$ cat src/rtl/raven_uno_pkg.sv
// Shared types for the univariate (div/exp/log) normalize/denormalize path.
// The issue-side normalizer uses the same tag layout.
package raven_uno_pkg;

  typedef enum logic [1:0] {
    GEMM = 2'b00,
    DIV  = 2'b01,
    EXP  = 2'b10,
    LOG  = 2'b11
  } uno_op_e;

  // round(ln2 * 2^10); tied to a 10-bit fraction.
  localparam int LN2_Q = 710;

  typedef struct packed {
    uno_op_e            op;
    logic signed [5:0]  e;
  } uno_tag_t;

endpackage

$ cat src/rtl/sat_shift.sv
// Signed bidirectional shifter: positive amount shifts left with saturation,
// negative amount is an arithmetic right shift (truncates toward -inf).
module sat_shift #(
  parameter int W = 16
) (
  input  logic signed [W-1:0] data_i,
  input  logic signed [5:0]   amt_i,
  output logic signed [W-1:0] res_o,
  output logic                sat_o
);

  localparam logic signed [W+31:0] SHL_MAX = {{33{1'b0}}, {(W-1){1'b1}}};
  localparam logic signed [W+31:0] SHL_MIN = {{33{1'b1}}, {(W-1){1'b0}}};
  localparam logic signed [W-1:0]  OUT_MAX = {1'b0, {(W-1){1'b1}}};
  localparam logic signed [W-1:0]  OUT_MIN = {1'b1, {(W-1){1'b0}}};

  logic signed [W+31:0] shl;
  logic        [6:0]    mag;

  // The wide left shift holds any 31-bit shift exactly, so overflow is a range check.
  assign shl = (W+32)'(data_i) <<< amt_i[4:0];
  assign mag = 7'd0 - 7'(amt_i);

  always_comb begin
    res_o = data_i;
    sat_o = 1'b0;
    if (amt_i[5]) begin
      if (mag >= 7'(W)) res_o = {W{data_i[W-1]}};
      else              res_o = data_i >>> mag;
    end else if (amt_i != 6'sd0) begin
      if (shl > SHL_MAX) begin
        res_o = OUT_MAX;
        sat_o = 1'b1;
      end else if (shl < SHL_MIN) begin
        res_o = OUT_MIN;
        sat_o = 1'b1;
      end else begin
        res_o = shl[W-1:0];
      end
    end
  end

endmodule

$ cat src/rtl/uno_denorm.sv
// Return end of the operand-normalization path: pairs PE results with queued
// issue tags in order and undoes the normalization scaling.
module uno_denorm
  import raven_uno_pkg::*;
#(
  parameter int INT_BW = 5,
  parameter int FRA_BW = 10,
  parameter int MUL_BW = 1 + INT_BW + FRA_BW,
  parameter int DEPTH  = 8
) (
  input  logic                     clk,
  input  logic                     rst_n,
  input  logic                     tag_valid_i,
  output logic                     tag_ready_o,
  input  logic [1:0]               tag_uno_i,
  input  logic signed [5:0]        tag_exp_i,
  input  logic                     res_valid_i,
  output logic                     res_ready_o,
  input  logic signed [MUL_BW-1:0] res_i,
  output logic                     out_valid_o,
  input  logic                     out_ready_i,
  output logic signed [MUL_BW-1:0] out_o,
  output logic                     sat_o
);

  localparam int PTR_W = $clog2(DEPTH);
  localparam logic [PTR_W:0] FULL_CNT = (PTR_W+1)'(DEPTH);
  localparam logic signed [MUL_BW+6:0] LN2_W   = (MUL_BW+7)'(LN2_Q);
  localparam logic signed [MUL_BW+7:0] LOG_MAX = {{9{1'b0}}, {(MUL_BW-1){1'b1}}};
  localparam logic signed [MUL_BW+7:0] LOG_MIN = {{9{1'b1}}, {(MUL_BW-1){1'b0}}};

  uno_tag_t             tags_q [DEPTH];
  uno_tag_t             tag_in;
  uno_tag_t             head;
  logic [PTR_W-1:0]     wr_ptr_q, wr_ptr_d, rd_ptr_q, rd_ptr_d;
  logic [PTR_W:0]       count_q, count_d;
  logic                 push, pop;
  logic                 out_valid_q, out_valid_d, sat_q, sat_d;
  logic signed [MUL_BW-1:0] out_q, out_d;
  logic signed [MUL_BW-1:0] shift_res, result;
  logic                 shift_sat, result_sat;
  logic signed [MUL_BW+6:0] ln_prod;
  logic signed [MUL_BW+7:0] ln_diff;

  assign tag_in.op = uno_op_e'(tag_uno_i);
  assign tag_in.e  = tag_exp_i;
  assign head      = tags_q[rd_ptr_q];

  // Push is gated on not-full alone, so a same-cycle pop never frees a slot early.
  assign tag_ready_o = rst_n && (count_q != FULL_CNT);
  assign res_ready_o = rst_n && (count_q != '0) && (!out_valid_q || out_ready_i);
  assign push = tag_valid_i && tag_ready_o;
  assign pop  = res_valid_i && res_ready_o;

  sat_shift #(.W(MUL_BW)) u_sat_shift (
    .data_i (res_i),
    .amt_i  (head.e),
    .res_o  (shift_res),
    .sat_o  (shift_sat)
  );

  assign ln_prod = (MUL_BW+7)'(head.e) * LN2_W;
  assign ln_diff = (MUL_BW+8)'(res_i) - (MUL_BW+8)'(ln_prod);

  always_comb begin
    result     = res_i;
    result_sat = 1'b0;
    case (head.op)
      DIV, EXP: begin
        result     = shift_res;
        result_sat = shift_sat;
      end
      LOG: begin
        if (ln_diff > LOG_MAX) begin
          result     = LOG_MAX[MUL_BW-1:0];
          result_sat = 1'b1;
        end else if (ln_diff < LOG_MIN) begin
          result     = LOG_MIN[MUL_BW-1:0];
          result_sat = 1'b1;
        end else begin
          result = ln_diff[MUL_BW-1:0];
        end
      end
      default: ;
    endcase
  end

  always_comb begin
    wr_ptr_d    = push ? wr_ptr_q + 1'b1 : wr_ptr_q;
    rd_ptr_d    = pop  ? rd_ptr_q + 1'b1 : rd_ptr_q;
    count_d     = count_q;
    if (push && !pop) count_d = count_q + 1'b1;
    if (pop && !push) count_d = count_q - 1'b1;
    out_valid_d = out_valid_q;
    out_d       = out_q;
    sat_d       = sat_q;
    if (pop) begin
      out_valid_d = 1'b1;
      out_d       = result;
      sat_d       = result_sat;
    end else if (out_ready_i) begin
      out_valid_d = 1'b0;
    end
  end

  always_ff @(posedge clk) begin
    if (!rst_n) begin
      wr_ptr_q    <= '0;
      rd_ptr_q    <= '0;
      count_q     <= '0;
      out_valid_q <= 1'b0;
      out_q       <= '0;
      sat_q       <= 1'b0;
    end else begin
      wr_ptr_q    <= wr_ptr_d;
      rd_ptr_q    <= rd_ptr_d;
      count_q     <= count_d;
      out_valid_q <= out_valid_d;
      out_q       <= out_d;
      sat_q       <= sat_d;
    end
  end

  always_ff @(posedge clk) begin
    if (push) tags_q[wr_ptr_q] <= tag_in;
  end

  assign out_valid_o = out_valid_q;
  assign out_o       = out_q;
  assign sat_o       = sat_q;

endmodule
$ cat config.mk
export PLATFORM = sky130hd
export DESIGN_NAME = uno_denorm
export DESIGN_NICKNAME = d
export VERILOG_FILES = /design/src/rtl/raven_uno_pkg.sv /design/src/rtl/sat_shift.sv /design/src/rtl/uno_denorm.sv
export SDC_FILE = /design/constraint.sdc
export NUM_CORES = 1
export LEC_CHECK = 0
export ABC_CLOCK_PERIOD_IN_PS = 16100
export CORE_MARGIN = 2
export CORE_UTILIZATION = 60
export CTS_BUF_LIST = sky130_fd_sc_hd__clkbuf_2 sky130_fd_sc_hd__clkbuf_4 sky130_fd_sc_hd__clkbuf_8
export CTS_CLUSTER_DIAMETER = 50
export DETAILED_ROUTE_END_ITERATION = 8
export GPL_ROUTABILITY_DRIVEN = 0
export PLACE_DENSITY = 0.84
export SYNTH_ARGS = -nofsm -noshare
export SYNTH_HDL_FRONTEND = slang
export SYNTH_SLANG_ARGS = --single-unit
$ cat constraint.sdc
create_clock -name clk -period 16.1 [get_ports clk]
set_input_delay 2.415 -clock clk [delete_from_list [all_inputs] [get_ports clk]]
set_output_delay 2.415 -clock clk [all_outputs]
set_load 0.005 [all_outputs]
==> out/qor.log <==
INFO  critical_path  timing.critical_path.depth=26
INFO  final_layout   synthToLayoutAreaGrowth=8.82%
INFO  placed_design  detailed_place_hpwl=18.3mm
INFO  timing         post-route-period-util=55.0%
INFO  synthesis      async_flop_share=0%
INFO  route          residual_antenna_violating_net_count_after_detailed_routing=0
INFO  placed_design  buffer_ports.inserted=48
INFO  clock_network  cts_htree_levels=3
INFO  floorplanning  core=13900um2
INFO  synthesis      netlist_area=8500um2
INFO  critical_path  timing.critical_path.fanout_max=34
INFO  global_route   largest_net_degree_at_the_start_of_global_routing=35
INFO  clock_network  cts_root_buf=sky130_fd_sc_hd__clkbuf_8
INFO  final_layout   num-fill-cells=1104
INFO  timing         worst_slew_margin_rel=25.6%
INFO  synthesis      share_of_cell_area_taken_by_muxes_after_synthesis=8.03%
INFO  route          drt_wl_total=25.4mm
INFO  clock_network  cts_buffers=9
INFO  synthesis      synth-simple-area-share=17.5%
INFO  timing         finalMaxSlewViolations=0
INFO  critical_path  critical_path_class=flip-flop to flip-flop
INFO  job            cap_violations=0
INFO  clock_network  cts_tree=done
INFO  floorplanning  floorplan.initialDensity=61.2%
INFO  critical_path  required_time_reported_for_the_critical_path_endpoint=16450ps
INFO  clock_network  clock_insertion_delay_worst_skew=400ps
INFO  clock_network  clkSlewWorstSetupHoldPaths=110ps
INFO  critical_path  worst_setup_path_start_kind=flip-flop
INFO  route          via_per_inst=7.12
INFO  global_route   met3_usage=9.92%
INFO  synthesis      syn_avg_cell_area=8.94um2
INFO  floorplanning  fp.dieW=123um
INFO  global_route   global_route_wire_length_before_repair=39.2mm
INFO  synthesis      synth_flop_cell=sky130_fd_sc_hd__edfxtp_1
INFO  synthesis      combinational_family_with_the_most_area_after_synthesis=compound AO/OA/AOI/OAI gates
INFO  power_and_ir_drop ir_worst_vdd=0.000102V
INFO  clock_network  cts.repair_timing.setup_buffer_count=0
INFO  global_route   groute.layer.met2.usage=52.5%
INFO  timing         fin_setup_tns=0ps
INFO  clock_network  clock_path_buffers=2
INFO  clock_network  cts_hold_repair.buffers=0
INFO  route          detailedRoute.firstIterationViolations=1404
INFO  synthesis      synth_cell_types=88
INFO  route          dr_total_vias=8221
INFO  critical_path  critical_path_buffers_and_inverters=2
INFO  floorplanning  rows=43
INFO  route          drt-wirelength-per-cell=22.0um
INFO  timing         worst_hold_slack=477ps
INFO  synthesis      synth_compound_gate_area_share=25.2%
INFO  critical_path  cp-end-kind=flip-flop
INFO  synthesis      synth-edff-count=64
INFO  critical_path  crit_path_top_delay_cell=sky130_fd_sc_hd__dfxtp_1
INFO  timing         report.final.setup_viol=0
INFO  clock_network  cts_num_sinks=95
INFO  synthesis      yosys_register_bits=95
INFO  synthesis      synth_xor_xnor_area_share=2.78%
INFO  timing         fmaxAchievable=113MHz
INFO  synthesis      synth_fp_nets=1052
INFO  synthesis      synth_top_area_share=22.6%
INFO  final_layout   layout.nets=1071
INFO  power_and_ir_drop power.static_leakage=0.00341uW
INFO  floorplanning  floorplan.die.height=123um
INFO  global_route   grt_util_all_layers=34.0%
INFO  route          drc=0
INFO  critical_path  critPathArrivalTime=9200ps
INFO  critical_path  reg2regPathDepth=26
INFO  synthesis      biggest_area_consumer_among_synthesized_cells=sky130_fd_sc_hd__edfxtp_1
INFO  final_layout   diodes=0
INFO  synthesis      biggest_area_contributors_in_the_synthesized_netlist=sky130_fd_sc_hd__edfxtp_1, sky130_fd_sc_hd__ha_1, sky130_fd_sc_hd__dfxtp_1, sky130_fd_sc_hd__mux4_2, sky130_fd_sc_hd__o21ai_0
INFO  critical_path  slowest_delay=850ps
INFO  synthesis      post_synth_fa_ha_maj_area_fraction=11.6%
INFO  timing         fin_skew=13.6ps
INFO  timing         hold_viol_final=0
INFO  min_path       min_delay_path_depth=2
INFO  global_route   grt_overflow=0
INFO  global_route   antenna_found_initial=1
INFO  min_path       hold_removal_path_class=flip-flop to flip-flop
INFO  synthesis      post_synth_inst_count=950
INFO  synthesis      seq_area_frac_synth=29.9%
INFO  floorplanning  i_o_pins=49
INFO  route          drtPass1Iterations=8
INFO  global_route   grtUsageMet1=42.9%
INFO  synthesis      yosysWarningCount=0
INFO  global_route   first_global_vias=7441
INFO  outcome        status=complete, no violations
INFO  timing         fin_crit=8860ps
INFO  floorplanning  die_area=15100um2
INFO  timing         max_slew.worst_pin.slew=1110ps
INFO  final_layout   post_route_cells_drive_above_1_share=9.03%
INFO  power_and_ir_drop power_density=121nW/um2
INFO  global_route   grt_most_used_layer=met2
INFO  critical_path  worst_path_dominant_cell_family=compound AO/OA/AOI/OAI gates
INFO  clock_network  cts.repair.resized=0
INFO  timing         grt_setup_unrepaired=no
## kinds of logic after synthesis
group | Yosys count
compound gates | 313
simple gates | 307
flops | 95
buf+inv | 92
fa+ha+maj | 73
mux | 43
xor+xnor | 27
## sequential cells by signal (all words and copies together) (netlist names), named ones only
register and count:
count_q 4, out_o 16, out_valid_o 1, rd_ptr_q 3, sat_o 1, tags_q 64
wr_ptr_q 3
## stage by stage
step	power, uW	instance area, um2	instances	worst slack, ps	utilization [%]
5_1_grt	1190	9250	1154	6760	66.6
3_5_place_dp	925	9020	1138	7350	65.0
6_report	1120	9250	1154	7240	66.6
2_1_floorplan	771	8500	950	8280	-
3_3_place_gp	917	9020	1138	7560	65.0
4_1_cts	1100	9250	1154	7320	66.6
## layer usage
layer  vias to the layer above  wire length (um)  part of all wire, %
li1                       3682                 -                    -
met1                      3790              9540                   38
met2                       595             11100                   44
met3                       152              3100                   12
met4                         2              1580                  6.2
met5                         -                13                0.051
## worst paths after layout
kind | start | end | slack (ps)
max | flip-flop | out_o[3] | 7240
min | out_o[11] | out_o[11] | 480
max reg2reg | flip-flop | out_o[3] | 7240
min reg2reg | out_o[11] | out_o[11] | 480
## cells in the mapped netlist (all sizes together) (5+ instances only)
cell type / number
a221oi: 8
nor2b: 11
a31oi: 27
xnor2: 20
edfxtp: 64
nor3: 18
o2111ai: 10
o21a: 9
o22ai: 7
o31a: 5
clkbuf: 22
or3: 5
nand2b: 11
o211ai: 20
nand2: 83
a211o: 5
fa: 10
a2111oi: 6
xor2: 7
nand4: 9
o221ai: 8
mux2i: 18
a211oi: 14
nand3: 62
buf: 27
a21o: 11
a21boi: 9
mux4: 17
inv: 42
o21ai: 92
nor4: 8
a21oi: 48
ha: 63
nor2: 72
dfxtp: 31
mux2: 8
and2: 17
## worst min-delay path, stage by stage, from the launching register on
cell	delay (ps)
sky130_fd_sc_hd__dfxtp_1	330
sky130_fd_sc_hd__nand3_1	60
sky130_fd_sc_hd__a2bb2oi_1	50
## layout make-up
type                    count  area (um2)  share of cell area (%)
multi-input cells         763        5540                    60.0
flip-flops and latches     95        2540                    27.5
repair buffers             57         548                    5.93
well taps                 180         225                    2.44
inverters                  43         161                    1.75
clock buffers               9         124                    1.34
clock inverters             7         101                    1.10
## where the power goes
part / switching (uW) / internal (uW) / total, uW
Clock: 98.0 / 76.7 / 175
Sequential: 5.71 / 269 / 275
Combinational: 406 / 267 / 673
Total: 510 / 613 / 1120
## cell usage in the layout, fill, tap and decap left out, types with 6 or more instances in the layout
cell type / synthesis / routed
sky130_fd_sc_hd__nand2_1: 80 / 80
sky130_fd_sc_hd__o21ai_0: 73 / 73
sky130_fd_sc_hd__nor2_1: 70 / 70
sky130_fd_sc_hd__edfxtp_1: 64 / 64
sky130_fd_sc_hd__ha_1: 63 / 63
sky130_fd_sc_hd__nand3_1: 62 / 62
sky130_fd_sc_hd__clkdlybuf4s50_1: 0 / 48
sky130_fd_sc_hd__a21oi_1: 47 / 47
sky130_fd_sc_hd__inv_1: 37 / 37
sky130_fd_sc_hd__dfxtp_1: 31 / 31
sky130_fd_sc_hd__a31oi_1: 27 / 27
sky130_fd_sc_hd__o211ai_1: 20 / 20
sky130_fd_sc_hd__xnor2_1: 20 / 19
sky130_fd_sc_hd__nor3_1: 18 / 18
sky130_fd_sc_hd__mux4_2: 17 / 17
sky130_fd_sc_hd__and2_1: 17 / 17
sky130_fd_sc_hd__mux2i_1: 16 / 16
sky130_fd_sc_hd__o21ai_1: 15 / 15
sky130_fd_sc_hd__a211oi_1: 14 / 14
sky130_fd_sc_hd__nand2b_1: 11 / 11
sky130_fd_sc_hd__nor2b_1: 11 / 11
sky130_fd_sc_hd__a21o_1: 11 / 11
sky130_fd_sc_hd__fa_1: 10 / 10
sky130_fd_sc_hd__clkbuf_8: 0 / 9
sky130_fd_sc_hd__buf_4: 6 / 9
sky130_fd_sc_hd__a21boi_0: 8 / 8
sky130_fd_sc_hd__nand4_1: 8 / 8
sky130_fd_sc_hd__o221ai_1: 8 / 8
sky130_fd_sc_hd__o21a_1: 8 / 8
sky130_fd_sc_hd__mux2_2: 7 / 7
sky130_fd_sc_hd__xor2_1: 7 / 7
sky130_fd_sc_hd__a221oi_1: 7 / 7
sky130_fd_sc_hd__nor4_1: 6 / 6
sky130_fd_sc_hd__o22ai_1: 6 / 6
(Power assumes the default switching activity.)
